==> config.mk <==
export PLATFORM = sky130hd
export DESIGN_NAME = ram_port_arbiter
export DESIGN_NICKNAME = d
export VERILOG_FILES = /design/src/rtl/ram_port_arbiter.sv
export SDC_FILE = /design/constraint.sdc
export NUM_CORES = 1
export LEC_CHECK = 0
export ABC_AREA = 1
export BUFFER_PORTS_ARGS = -buffer_cell sky130_fd_sc_hd__buf_2
export CAP_MARGIN = 25
export CELL_PAD_IN_SITES_DETAIL_PLACEMENT = 0
export CELL_PAD_IN_SITES_GLOBAL_PLACEMENT = 1
export CORE_MARGIN = 4
export CORE_UTILIZATION = 14
export CTS_CLUSTER_DIAMETER = 120
export DETAILED_ROUTE_END_ITERATION = 7
export PLACE_DENSITY = 0.81
export REMOVE_ABC_BUFFERS = 1
export SYNTH_ARGS = -nofsm -noshare
export SYNTH_HDL_FRONTEND = slang
export SYNTH_SLANG_ARGS = --single-unit
==> constraint.sdc <==
create_clock -name clk -period 1.11 [get_ports clk]
set_input_delay 0.0555 -clock clk [delete_from_list [all_inputs] [get_ports clk]]
set_output_delay 0.0555 -clock clk [all_outputs]
set_load 0.01 [all_outputs]
==> src/rtl/ram_port_arbiter.sv <==
// rtl/ram_port_arbiter.sv - two-master arbiter for the data RAM read/write port
//
// Purpose: shares RAM port A between M0 (CPU load/store, priority) and M1
// (loader/DMA, guaranteed service after STARVE_LIMIT denied cycles).
// At most one request is granted per cycle. Read data comes back one cycle
// after the grant and is steered to the master that issued the read.
//
// Ports:
//   clk, rst                  clock, synchronous active-high reset
//   mN_req/we/addr/wdata      master N request (we all-zero = read)
//   mN_gnt                    master N request accepted this cycle (combinational)
//   mN_rvalid/rdata           master N read return, one cycle after a read grant
//   ram_we/addr/wdata         drive to RAM port A
//   ram_rdata                 RAM port A read data, valid one cycle after address
module ram_port_arbiter #(
  parameter int ADDR_WIDTH   = 9,
  parameter int DATA_WIDTH   = 32,
  parameter int DATA_BYTES   = DATA_WIDTH / 8,
  parameter int STARVE_LIMIT = 4
) (
  input  logic                  clk,
  input  logic                  rst,
  input  logic                  m0_req,
  input  logic [DATA_BYTES-1:0] m0_we,
  input  logic [ADDR_WIDTH-1:0] m0_addr,
  input  logic [DATA_WIDTH-1:0] m0_wdata,
  output logic                  m0_gnt,
  output logic                  m0_rvalid,
  output logic [DATA_WIDTH-1:0] m0_rdata,
  input  logic                  m1_req,
  input  logic [DATA_BYTES-1:0] m1_we,
  input  logic [ADDR_WIDTH-1:0] m1_addr,
  input  logic [DATA_WIDTH-1:0] m1_wdata,
  output logic                  m1_gnt,
  output logic                  m1_rvalid,
  output logic [DATA_WIDTH-1:0] m1_rdata,
  output logic [DATA_BYTES-1:0] ram_we,
  output logic [ADDR_WIDTH-1:0] ram_addr,
  output logic [DATA_WIDTH-1:0] ram_wdata,
  input  logic [DATA_WIDTH-1:0] ram_rdata
);

  logic [7:0] starve_cnt;
  logic       force_m1;
  logic       rd_valid;   // a read was granted last cycle
  logic       rd_owner;   // 0 = M0, 1 = M1; only meaningful with rd_valid
  logic       rd_grant;

  // M1 overrides M0 once it has waited STARVE_LIMIT consecutive cycles.
  assign force_m1 = m1_req && (starve_cnt >= 8'(STARVE_LIMIT));
  assign m1_gnt   = !rst && m1_req && (force_m1 || !m0_req);
  assign m0_gnt   = !rst && m0_req && !m1_gnt;

  // Address/data default to M0's fields when idle; only the write enables
  // need to be quiet, since an idle read of the RAM is harmless.
  assign ram_addr  = m1_gnt ? m1_addr  : m0_addr;
  assign ram_wdata = m1_gnt ? m1_wdata : m0_wdata;
  assign ram_we    = m1_gnt ? m1_we : (m0_gnt ? m0_we : '0);

  assign rd_grant = (m0_gnt && (m0_we == '0)) || (m1_gnt && (m1_we == '0));

  always_ff @(posedge clk) begin
    if (rst) begin
      starve_cnt <= 8'd0;
      rd_valid   <= 1'b0;
      rd_owner   <= 1'b0;
    end else begin
      rd_valid <= rd_grant;
      rd_owner <= m1_gnt;
      if (m1_gnt || !m1_req) begin
        starve_cnt <= 8'd0;
      end else if (starve_cnt != 8'hFF) begin
        starve_cnt <= starve_cnt + 8'd1;
      end
    end
  end

  // Gating with rst drops a read that was granted in the cycle just before
  // reset rose, so no stale return escapes while reset is held.
  assign m0_rvalid = rd_valid && !rd_owner && !rst;
  assign m1_rvalid = rd_valid &&  rd_owner && !rst;
  assign m0_rdata  = ram_rdata;
  assign m1_rdata  = ram_rdata;

endmodule

==> Word-level counts from Yosys, hierarchy flattened <==
Cells that the tools add are included.
{ "word_totals": {"inputBits": 126, "reg_bits": 10, "out_inout_bits": 113, "elab_cells": 32} }
{ "op_classes": {"add_sub_neg": 1, "n_mux": 4, "order_cmp": 1, "reduce_logical": 22, "eq_ne": 1} }
{ "op_table": {"columns": ["op", "n"], "rows": [
  ["$mux W32", 1],
  ["$logic_and A1 B1 Y1", 11],
  ["$mux W9", 1],
  ["$add A8 B1 Y8 const B", 1],
  ["$ge A8 B3 Y1 const B", 1],
  ["$logic_not A4 Y1", 2],
  ["$mux W4", 2],
  ["$ne A8 B8 Y1 const B", 1],
  ["$logic_not A1 Y1", 5],
  ["$logic_or A1 B1 Y1", 3],
  ["$reduce_or A2 Y1", 1]
]} }

==> Depth between registers and ports, before layout <==
Gate-level depths: netlist (run 1).
{ "logic_depth": {"word_depth": 8, "depth_mapped": 9} }

==> Worst setup path before layout (run 1) <==
Ideal clock, no wire load.
{ "synth_path": {"path_kind": "reg-to-output", "start": "register starve_cnt[6]", "end": "output m0_gnt", "slack_ps": -21, "path_stages_with_launch": 9, "t_required_ps": 1054, "path_buffers": 1, "arrival_ps": 1076, "cell_sequence": "dfxtp_1 > inv_2 > nand2_1 > nor2_4 > nand2_4 > nand2_4 > inv_2 > buf_2 > nor2_1"} }
{ "synth_between": {"elab_chain_len": 6} }
{ "synth_lines": {"columns": ["element", "line", "source"], "rows": [
  ["start, declared", "43", "logic [7:0] starve_cnt;"],
  ["start signal, assigned", "73", "starve_cnt <= starve_cnt + 8'd1;"],
  ["$ge A8 B3 Y1", "50", "assign force_m1 = m1_req && (starve_cnt >= 8'(STARVE_LIMIT));"],
  ["$logic_and A1 B1 Y1", "50", null],
  ["$logic_or A1 B1 Y1", "51", "assign m1_gnt = !rst && m1_req && (force_m1 || !m0_req);"],
  ["$logic_and A1 B1 Y1", "51", null],
  ["named net m1_gnt", "34", "output logic m1_gnt,"],
  ["$logic_not A1 Y1", "52", "assign m0_gnt = !rst && m0_req && !m1_gnt;"],
  ["$logic_and A1 B1 Y1", "52", null],
  ["end, declared", "27", "output logic m0_gnt,"]
]} }
The timed path passes the listed nets, and every way through them passes these cells.

==> Worst setup path after layout (run 1) <==
{ "layout_path": {"start": "register starve_cnt[6]", "end": "output ram_addr[3]"} }
{ "layout_between": {"elab_chain_len": 5} }
{ "layout_lines": {"columns": ["element", "line", "source"], "rows": [
  ["$ge A8 B3 Y1", "50", null],
  ["$logic_and A1 B1 Y1", "50", null],
  ["$logic_or A1 B1 Y1", "51", null],
  ["$logic_and A1 B1 Y1", "51", null],
  ["$mux W9", "56", "assign ram_addr = m1_gnt ? m1_addr : m0_addr;"],
  ["end, declared", "38", "output logic [ADDR_WIDTH-1:0] ram_addr,"]
]} }
Every way passes these cells.

==> summary.txt, run 1 <==
Status
  • Outcome: finished, violations left
  • Failing checks: negative setup slack

Clock network
  • Clock sinks: 10
  • Total CTS buffers: 3
  • CTS Root Cell: clkbuf_8
  • Bufs on Longest Clock Path: 2
  • Cts hold-fix bufs: 0
  • Worst-path clk slew: about 50 ps
  • Clk_lat worst skew: approximately 240 ps
  • CTS tree: done
  • CTS H-Tree Depth: 1

GRT
  • Grt ovf: 0
  • Vias in the first global route: 1957
  • Tot GR Track Use: 0.114
  • Antenna violations before repair: 0
  • Largest net degree at the start of global routing: 39
  • First-pass GRT wire length: 10900 um

STA
  • Max Clk Rate: roughly 660 MHz
  • Worst setup slack after layout: -394 ps
  • Final Hold Viols: 0
  • Clk_skew: 2.14 ps
  • Setup TNS: -17120 ps
  • Setup violations, final: 48
  • Final period utilization: 1.36
  • Pins Over Slew Limit: 0
  • RSZ-0062 raised after global routing: yes
  • Crit path time final: 1500 ps

Detailed routing
  • First DRT Iteration DRCs: 96
  • Met2 WL: 3280 um
  • DR WL/cell: 15.9 um
  • Antenna-violating nets left: 0
  • Final WL: slightly below 8000 um
  • Vias per Instance: between 3 and 4
  • Met3 routed WL: approximately 1300 um
  • WL met1: between 3000 and 4000 um
  • Detailed-route via count: ~1900
  • Top Metal Used: met4
  • 1st-pass router iterations: 4
  • DRC viols: 0

Floorplanning
  • FP Rows: 37
  • Io pins: about 240
  • Floorplan Core Area: roughly 10000 sq um
  • Die H: 112 um
  • Initial cell density of the core: 0.146
  • Die area: about 13000 sq um
  • Chip width: between 100 and 150 um

Placed design
  • GPL Wtd Cong: a little over 0.8
  • # placed instances: a little under 500
  • Post-DP HPWL: between 5000 and 6000 um
  • Pre-CTS setup slack: -149 ps
  • Port Buffers: about 140

Worst setup path
  • Required @ worst endpoint: 1050 ps
  • Worst Reg-to-Reg Cells: 8
  • Reg-to-reg startpoint: starve_cnt[6]
  • Critical path class: register to output port
  • Setup crit start: starve_cnt[6]
  • Crit-path max FO: 9
  • CP Capture Type: output port
  • Arr. time, crit path: roughly 1500 ps
  • Worst Setup Start Kind: register

Finish
  • Layout cell share with drive strength beyond 1: 0.519
  • Fillers: 1200
  • Final cell count without fillers: 496
  • Area of the multi-input gates: 766 sq um
  • Area Growth Syn to Fin: 45.7%
  • Nets: between 400 and 500
  • Register area: between 200 and 250 sq um
  • N_diodes: 0

Min path
  • Hold Path Origin: ram_rdata[31]
  • Worst hold path depth: 0
  • Hold Crit Class: primary input to output port

Synth
  • Seq/Total Area, Yosys: 0.132
  • Cell count after synthesis: 269
  • Post-Synthesis Cell Area: 1520 sq um
  • Distinct cells, synth: 18
  • Yosys warnings: 0
  • Synth Register Bits: 10
  • Mapped Avg Cell Area: roughly 5.6 sq um

Power and ir drop
  • Cell area power density: ~700 nW/um^2
  • Leakage: ~0.0014 uW
  • Max IR drop VDD: ~0.34 mV

Flow run
  • Max-cap check violation count: 0
-- cells by family after synthesis --
kind of cell	after synthesis	synth area share
buffers and inverters	90	0.407
AND/OR/NAND/NOR	164	0.436
AO/OA/AOI/OAI	2	0.00660
flip-flops	10	0.132
adder cells (fa/ha/maj)	2	0.0165
other	1	0.00247
-- cells in the mapped netlist --
| cell | n | area [sq um] |
|---|---|---|
| nand2_1 | 140 | 526 |
| buf_4 | 65 | 488 |
| inv_1 | 12 | 45.0 |
| dfxtp_1 | 10 | 200 |
| nand3_1 | 10 | 50.1 |
| nor2_1 | 7 | 26.3 |
| inv_2 | 5 | 18.8 |
| buf_2 | 4 | 20.0 |
| buf_6 | 4 | 45.0 |
| a21oi_1 | 2 | 10.0 |
| ha_1 | 2 | 25.0 |
| nand2_4 | 2 | 22.5 |
| conb_1 | 1 | 3.75 |
| nand4_1 | 1 | 6.26 |
| nor2_2 | 1 | 6.26 |
| nor2_4 | 1 | 11.3 |
| nor3_1 | 1 | 5.00 |
| nor3b_1 | 1 | 7.51 |
-- stage by stage --
stage          instance area, sq um  utilization  power (uW)  hold WS, ps
3_3_place_gp                   1940        0.187        1020          111
5_1_grt                        2210        0.212        1680          111
2_1_floorplan                   978            -         654          111
3_5_place_dp                   1940        0.187        1020          111
6_report                       2210        0.212        1560          111
4_1_cts                        2120        0.204        1550          101
-- critical path, cell delays in order (launching register included) --
cell and delay [ps]:
dfxtp_2 320, inv_2 40, nand2_2 50, nor2_4 130
nand2_4 80, nand2_8 120, inv_8 70, clkbuf_16 170
nand2_1 60, nand2_1 40, buf_2 130
-- routing by layer --
layer | track usage | vias up
met5 | 0.0353 | -
met4 | 0.0353 | 0
met3 | 0.0889 | 8
met2 | 0.156 | 166
met1 | 0.133 | 815
li1 | - | 915
-- worst paths after layout --
check | endpoint | slack, ps
max | ram_addr[3] | -390
min | m0_rdata[31] | 110
max reg2reg | rd_valid | -10
min reg2reg | starve_cnt[0] | 470
-- cell type report --
type	instances	share of cell area
clock buffers	4	0.0249
inverters	17	0.0323
multi-input cells	173	0.347
flip-flops and latches	10	0.0934
well taps	136	0.0770
repair buffers	156	0.426
-- layout by cell type (no fill, tap or decap) --
cell type / n
nand2_8: 1
buf_8: 1
conb_1: 5
nand2_2: 4
nand2_1: 136
dfxtp_1: 5
buf_16: 3
nand4_1: 1
clkbuf_8: 4
nand3_2: 5
clkbuf_16: 2
nor2_4: 2
inv_1: 9
inv_8: 1
nand3_1: 5
buf_6: 2
buf_2: 141
buf_12: 1
inv_2: 7
buf_4: 6
nor3_1: 1
nor2_2: 1
nor2_1: 6
nand2_4: 1
ha_1: 2
a21oi_1: 2
dfxtp_2: 5
nor3b_1: 1
-- flip-flops by register name (all words and copies together), names as in the netlist --
name,cells
starve_cnt,8
rd_owner,1
rd_valid,1
-- timing repair --
item                                    CTS  global route
endpoints found under the setup margin   47            48
setup buffers                             1             2
gates cloned                              3             2
pin swaps                                 1             1
resized for setup                        22             8
endpoints found under the hold margin     0             0
-- power by group --
part	leakage, uW	internal, uW	switching (uW)
clock	0.0000288	312	142
sequential	0.0000833	374	8.16
combinational	0.00126	362	367
Power figures use the tool's default switching activity.
==> inputs of run 2 (changes only) <==
--- a/config.mk
+++ b/config.mk
@@ -12,8 +12,8 @@
 export CELL_PAD_IN_SITES_GLOBAL_PLACEMENT = 1
 export CORE_MARGIN = 4
-export CORE_UTILIZATION = 14
+export CORE_UTILIZATION = 16
 export CTS_CLUSTER_DIAMETER = 120
 export DETAILED_ROUTE_END_ITERATION = 7
-export PLACE_DENSITY = 0.81
+export PLACE_DENSITY = 0.87
 export REMOVE_ABC_BUFFERS = 1
 export SYNTH_ARGS = -nofsm -noshare
==> constraint.sdc (replaced) <==
create_clock -name clk -period 1.4 [get_ports clk]
set_input_delay 0.21 -clock clk [delete_from_list [all_inputs] [get_ports clk]]
set_output_delay 0.21 -clock clk [all_outputs]
set_load 0.01 [all_outputs]
==> run 2 against run 1 <==
The run still ends with negative setup slack left; sequential power down 21%; worst setup slack better by 140 ps; sequential cell count unchanged; combinational power down 21%; design area down 0.79%; largest power group unchanged; global-route usage up 1.0 points.
==> summary.txt, run 2 (synthesis results as in run 1) <==
Status
  • Outcome: finished, violations left
  • Failing checks: negative setup slack

STA
  • Clk_skew: 0.496 ps (-1.65 ps)
  • Pins Over Slew Limit: 0 (unchanged)
  • Crit path time final: 1650 ps
  • Final period utilization: 1.18
  • Max Clk Rate: 605 MHz
  • WHS: 271 ps (+159 ps)
  • Worst setup slack after layout: -252 ps (+142 ps)
  • Final Hold Viols: 0 (unchanged)
  • Setup violations, final: 47 (-2.1%)
  • RSZ-0062 raised after global routing: yes

Finish
  • Max FFs per register: 8 (unchanged)
  • Highest-count cells in the layout ignoring fill and taps: 140 x buf_2, 133 x nand2_1, 11 x inv_1
  • Nets: 488 (-0.20%)
  • Biggest register: starve_cnt
  • Commonest non-fill, non-tap cell in the layout: buf_2
  • Layout cell share with drive strength beyond 1: 0.499 (-0.0208)
  • Area of the multi-input gates: 758 sq um (-0.98%)
  • Final cell count without fillers: 488 (-1.6%)
  • N_diodes: 0 (unchanged)
  • Register area: 203 sq um (-1.8%)
  • Fillers: 1030 (-14%)
  • Top flop regs: starve_cnt x8, rd_owner x1, rd_valid x1
  • Area Growth Syn to Fin: 44.6%

Clock network
  • CTS Root Cell: clkbuf_8
  • Worst-path clk slew: 50 ps (about the same)
  • Post-CTS Setup Bufs: 0 (-1)
  • CTS H-Tree Depth: 1 (unchanged)
  • Total CTS buffers: 3 (unchanged)
  • CTS tree: done
  • Clock sinks: 10 (unchanged)
  • Clk_lat worst skew: 230 ps (about the same)
  • Bufs on Longest Clock Path: 2 (unchanged)

Worst setup path
  • Crit-path max FO: 8 (-1)
  • Crit path cell chain: inv_2 -> nand2_2 -> nor2_4 -> nand2_4 -> nand2_8 -> inv_6 -> clkbuf_16 -> nand2_1 -> nand2_1 -> buf_2
  • Critical path class: register to output port
  • Worst path max stage delay: 320 ps (about the same)
  • CP Capture Type: output port
  • Critical path's most frequent cell: nand2_1
  • Crit path max-delay family: simple AND/OR/NAND/NOR gates
  • Worst Setup Start Kind: register
  • Required @ worst endpoint: 1190 ps (+140 ps)
  • Arr. time, crit path: 1440 ps (about the same)
  • Crit-path slowest cell: dfxtp_2
  • Worst Path Buf+Inv: 4 (unchanged)

Floorplanning
  • Die area: 11100 sq um (-12%)
  • Chip width: 105 um (-6.0%)
  • Floorplan Core Area: 9240 sq um (-11%)
  • Io pins: 239 (unchanged)
  • Initial cell density of the core: 0.164 (+0.0185)
  • Die H: 105 um (-6.0%)
  • FP Rows: 35 (-5.4%)

Flow run
  • Max-cap check violation count: 0 (unchanged)

Power and ir drop
  • Psw: 405 uW (-22%)
  • Clock Power Share: 0.290 (about the same)
  • P_int: 831 uW (-21%)
  • Sequential Power Share: 0.245 (about the same)
  • Combinational Power Share: 0.465 (about the same)
  • Max IR drop VDD: 0.248 mV (-27%)
  • Leakage: 0.00137 uW (-0.33%)
  • Cell area power density: 564 nW/um^2 (-20%)
  • Switching Share: 0.327 (-0.00284)

Detailed routing
  • Final WL: 7810 um (-1.2%)
  • DRC viols: 0 (unchanged)
  • DR WL/cell: 16.0 um (+0.42%)
  • First DRT Iteration DRCs: 144 (+50%)
  • Detailed-route via count: 1841 (-3.3%)
  • 1st-pass router iterations: 4 (unchanged)
  • Antenna-violating nets left: 0 (unchanged)
  • Vias per Instance: 3.77 (-1.7%)

Placed design
  • GPL Wtd Cong: 0.846 (+4.0%)
  • Port Buffers: 142 (unchanged)
  • # placed instances: 478 (-1.6%)
  • Post-DP HPWL: 5910 um (-1.1%)

GRT
  • Grt ovf: 0 (unchanged)
  • Vias in the first global route: 1822 (-6.9%)
  • Tot GR Track Use: 0.124 (+0.0100)
  • First-pass GRT wire length: 10500 um (-3.6%)
  • Largest net degree at the start of global routing: 32 (-18%)
  • Antenna violations before repair: 0 (unchanged)

Min path
  • Hold Crit Class: primary input to register
run 2: cell types whose count changed in the layout (fill, tap and decap cells not counted), moves of 2 or more:
cell,delta
buf_4,-2
buf_6,+2
dfxtp_1,+3
dfxtp_2,-3
inv_1,+2
inv_2,-2
nand2_1,-3
nand2_2,+3
nand3_1,+4
nand3_2,-5
run 2: layer usage:
metal	part of all wire	up-vias	track usage
met1	0.43	778	0.150
met3	0.17	7	0.103
met5	0.0072	-	0.105
li1	-	912	-
met2	0.38	142	0.158
met4	0.0083	2	0.0253
run 2: worst register-to-register path: cells and delay by family (launching register included):
family	cells	cell delay (ps)
simple gates	6	540
buf+inv	2	230
flops	1	320
run 2: stage by stage:
| step | cell area, sq um | setup WS (ps) | util | setup TNS [ps] | power [uW] |
|---|---|---|---|---|---|
| floorplan | 978 | -245 | - | -10340 | 519 |
| global placement | 1940 | 8.95 | 0.210 | 0 | 807 |
| detailed placement | 1940 | -38.9 | 0.210 | -956 | 811 |
| CTS | 2070 | -237 | 0.224 | -10270 | 1210 |
| global route | 2190 | -365 | 0.237 | -15610 | 1340 |
| finish | 2190 | -252 | 0.237 | -10760 | 1240 |
run 2: what timing repair did:
item / in CTS / in global routing
resized for setup: 14 / 6
setup endpoints to repair: 47 / 47
gates cloned: 1 / 5
hold buffers: 0 / 0
pin swaps: 0 / 0
run 2: cell type report:
| cell class | instances | share of cell area |
|---|---|---|
| Multi-Input combinational cell | 173 | 0.346 |
| Inverter | 17 | 0.0314 |
| Timing Repair Buffer | 155 | 0.432 |
| Sequential cell | 10 | 0.0925 |
| Clock buffer | 4 | 0.0251 |
| Tap cell | 129 | 0.0736 |
run 2: worst paths after layout:
path | slack (ps) | start | end | depth (start not counted)
worst min-delay path | 270 | m1_we[2] | rd_valid | 4
worst max register to register | 270 | starve_cnt[6] | rd_valid | 8
worst max-delay path | -250 | starve_cnt[6] | ram_wdata[7] | 10
worst min register to register | 470 | starve_cnt[0] | starve_cnt[0] | 1
run 2: power groups by stage:
| stage | logic, uW | clock network [uW] | registers, uW |
|---|---|---|---|
| 3_3_place_gp | 502 | 0 | 306 |
| 6_report | 575 | 358 | 302 |
| 4_1_cts | 535 | 375 | 302 |
| 3_5_place_dp | 505 | 0 | 307 |
| 2_1_floorplan | 214 | 0 | 305 |
| 5_1_grt | 644 | 394 | 303 |
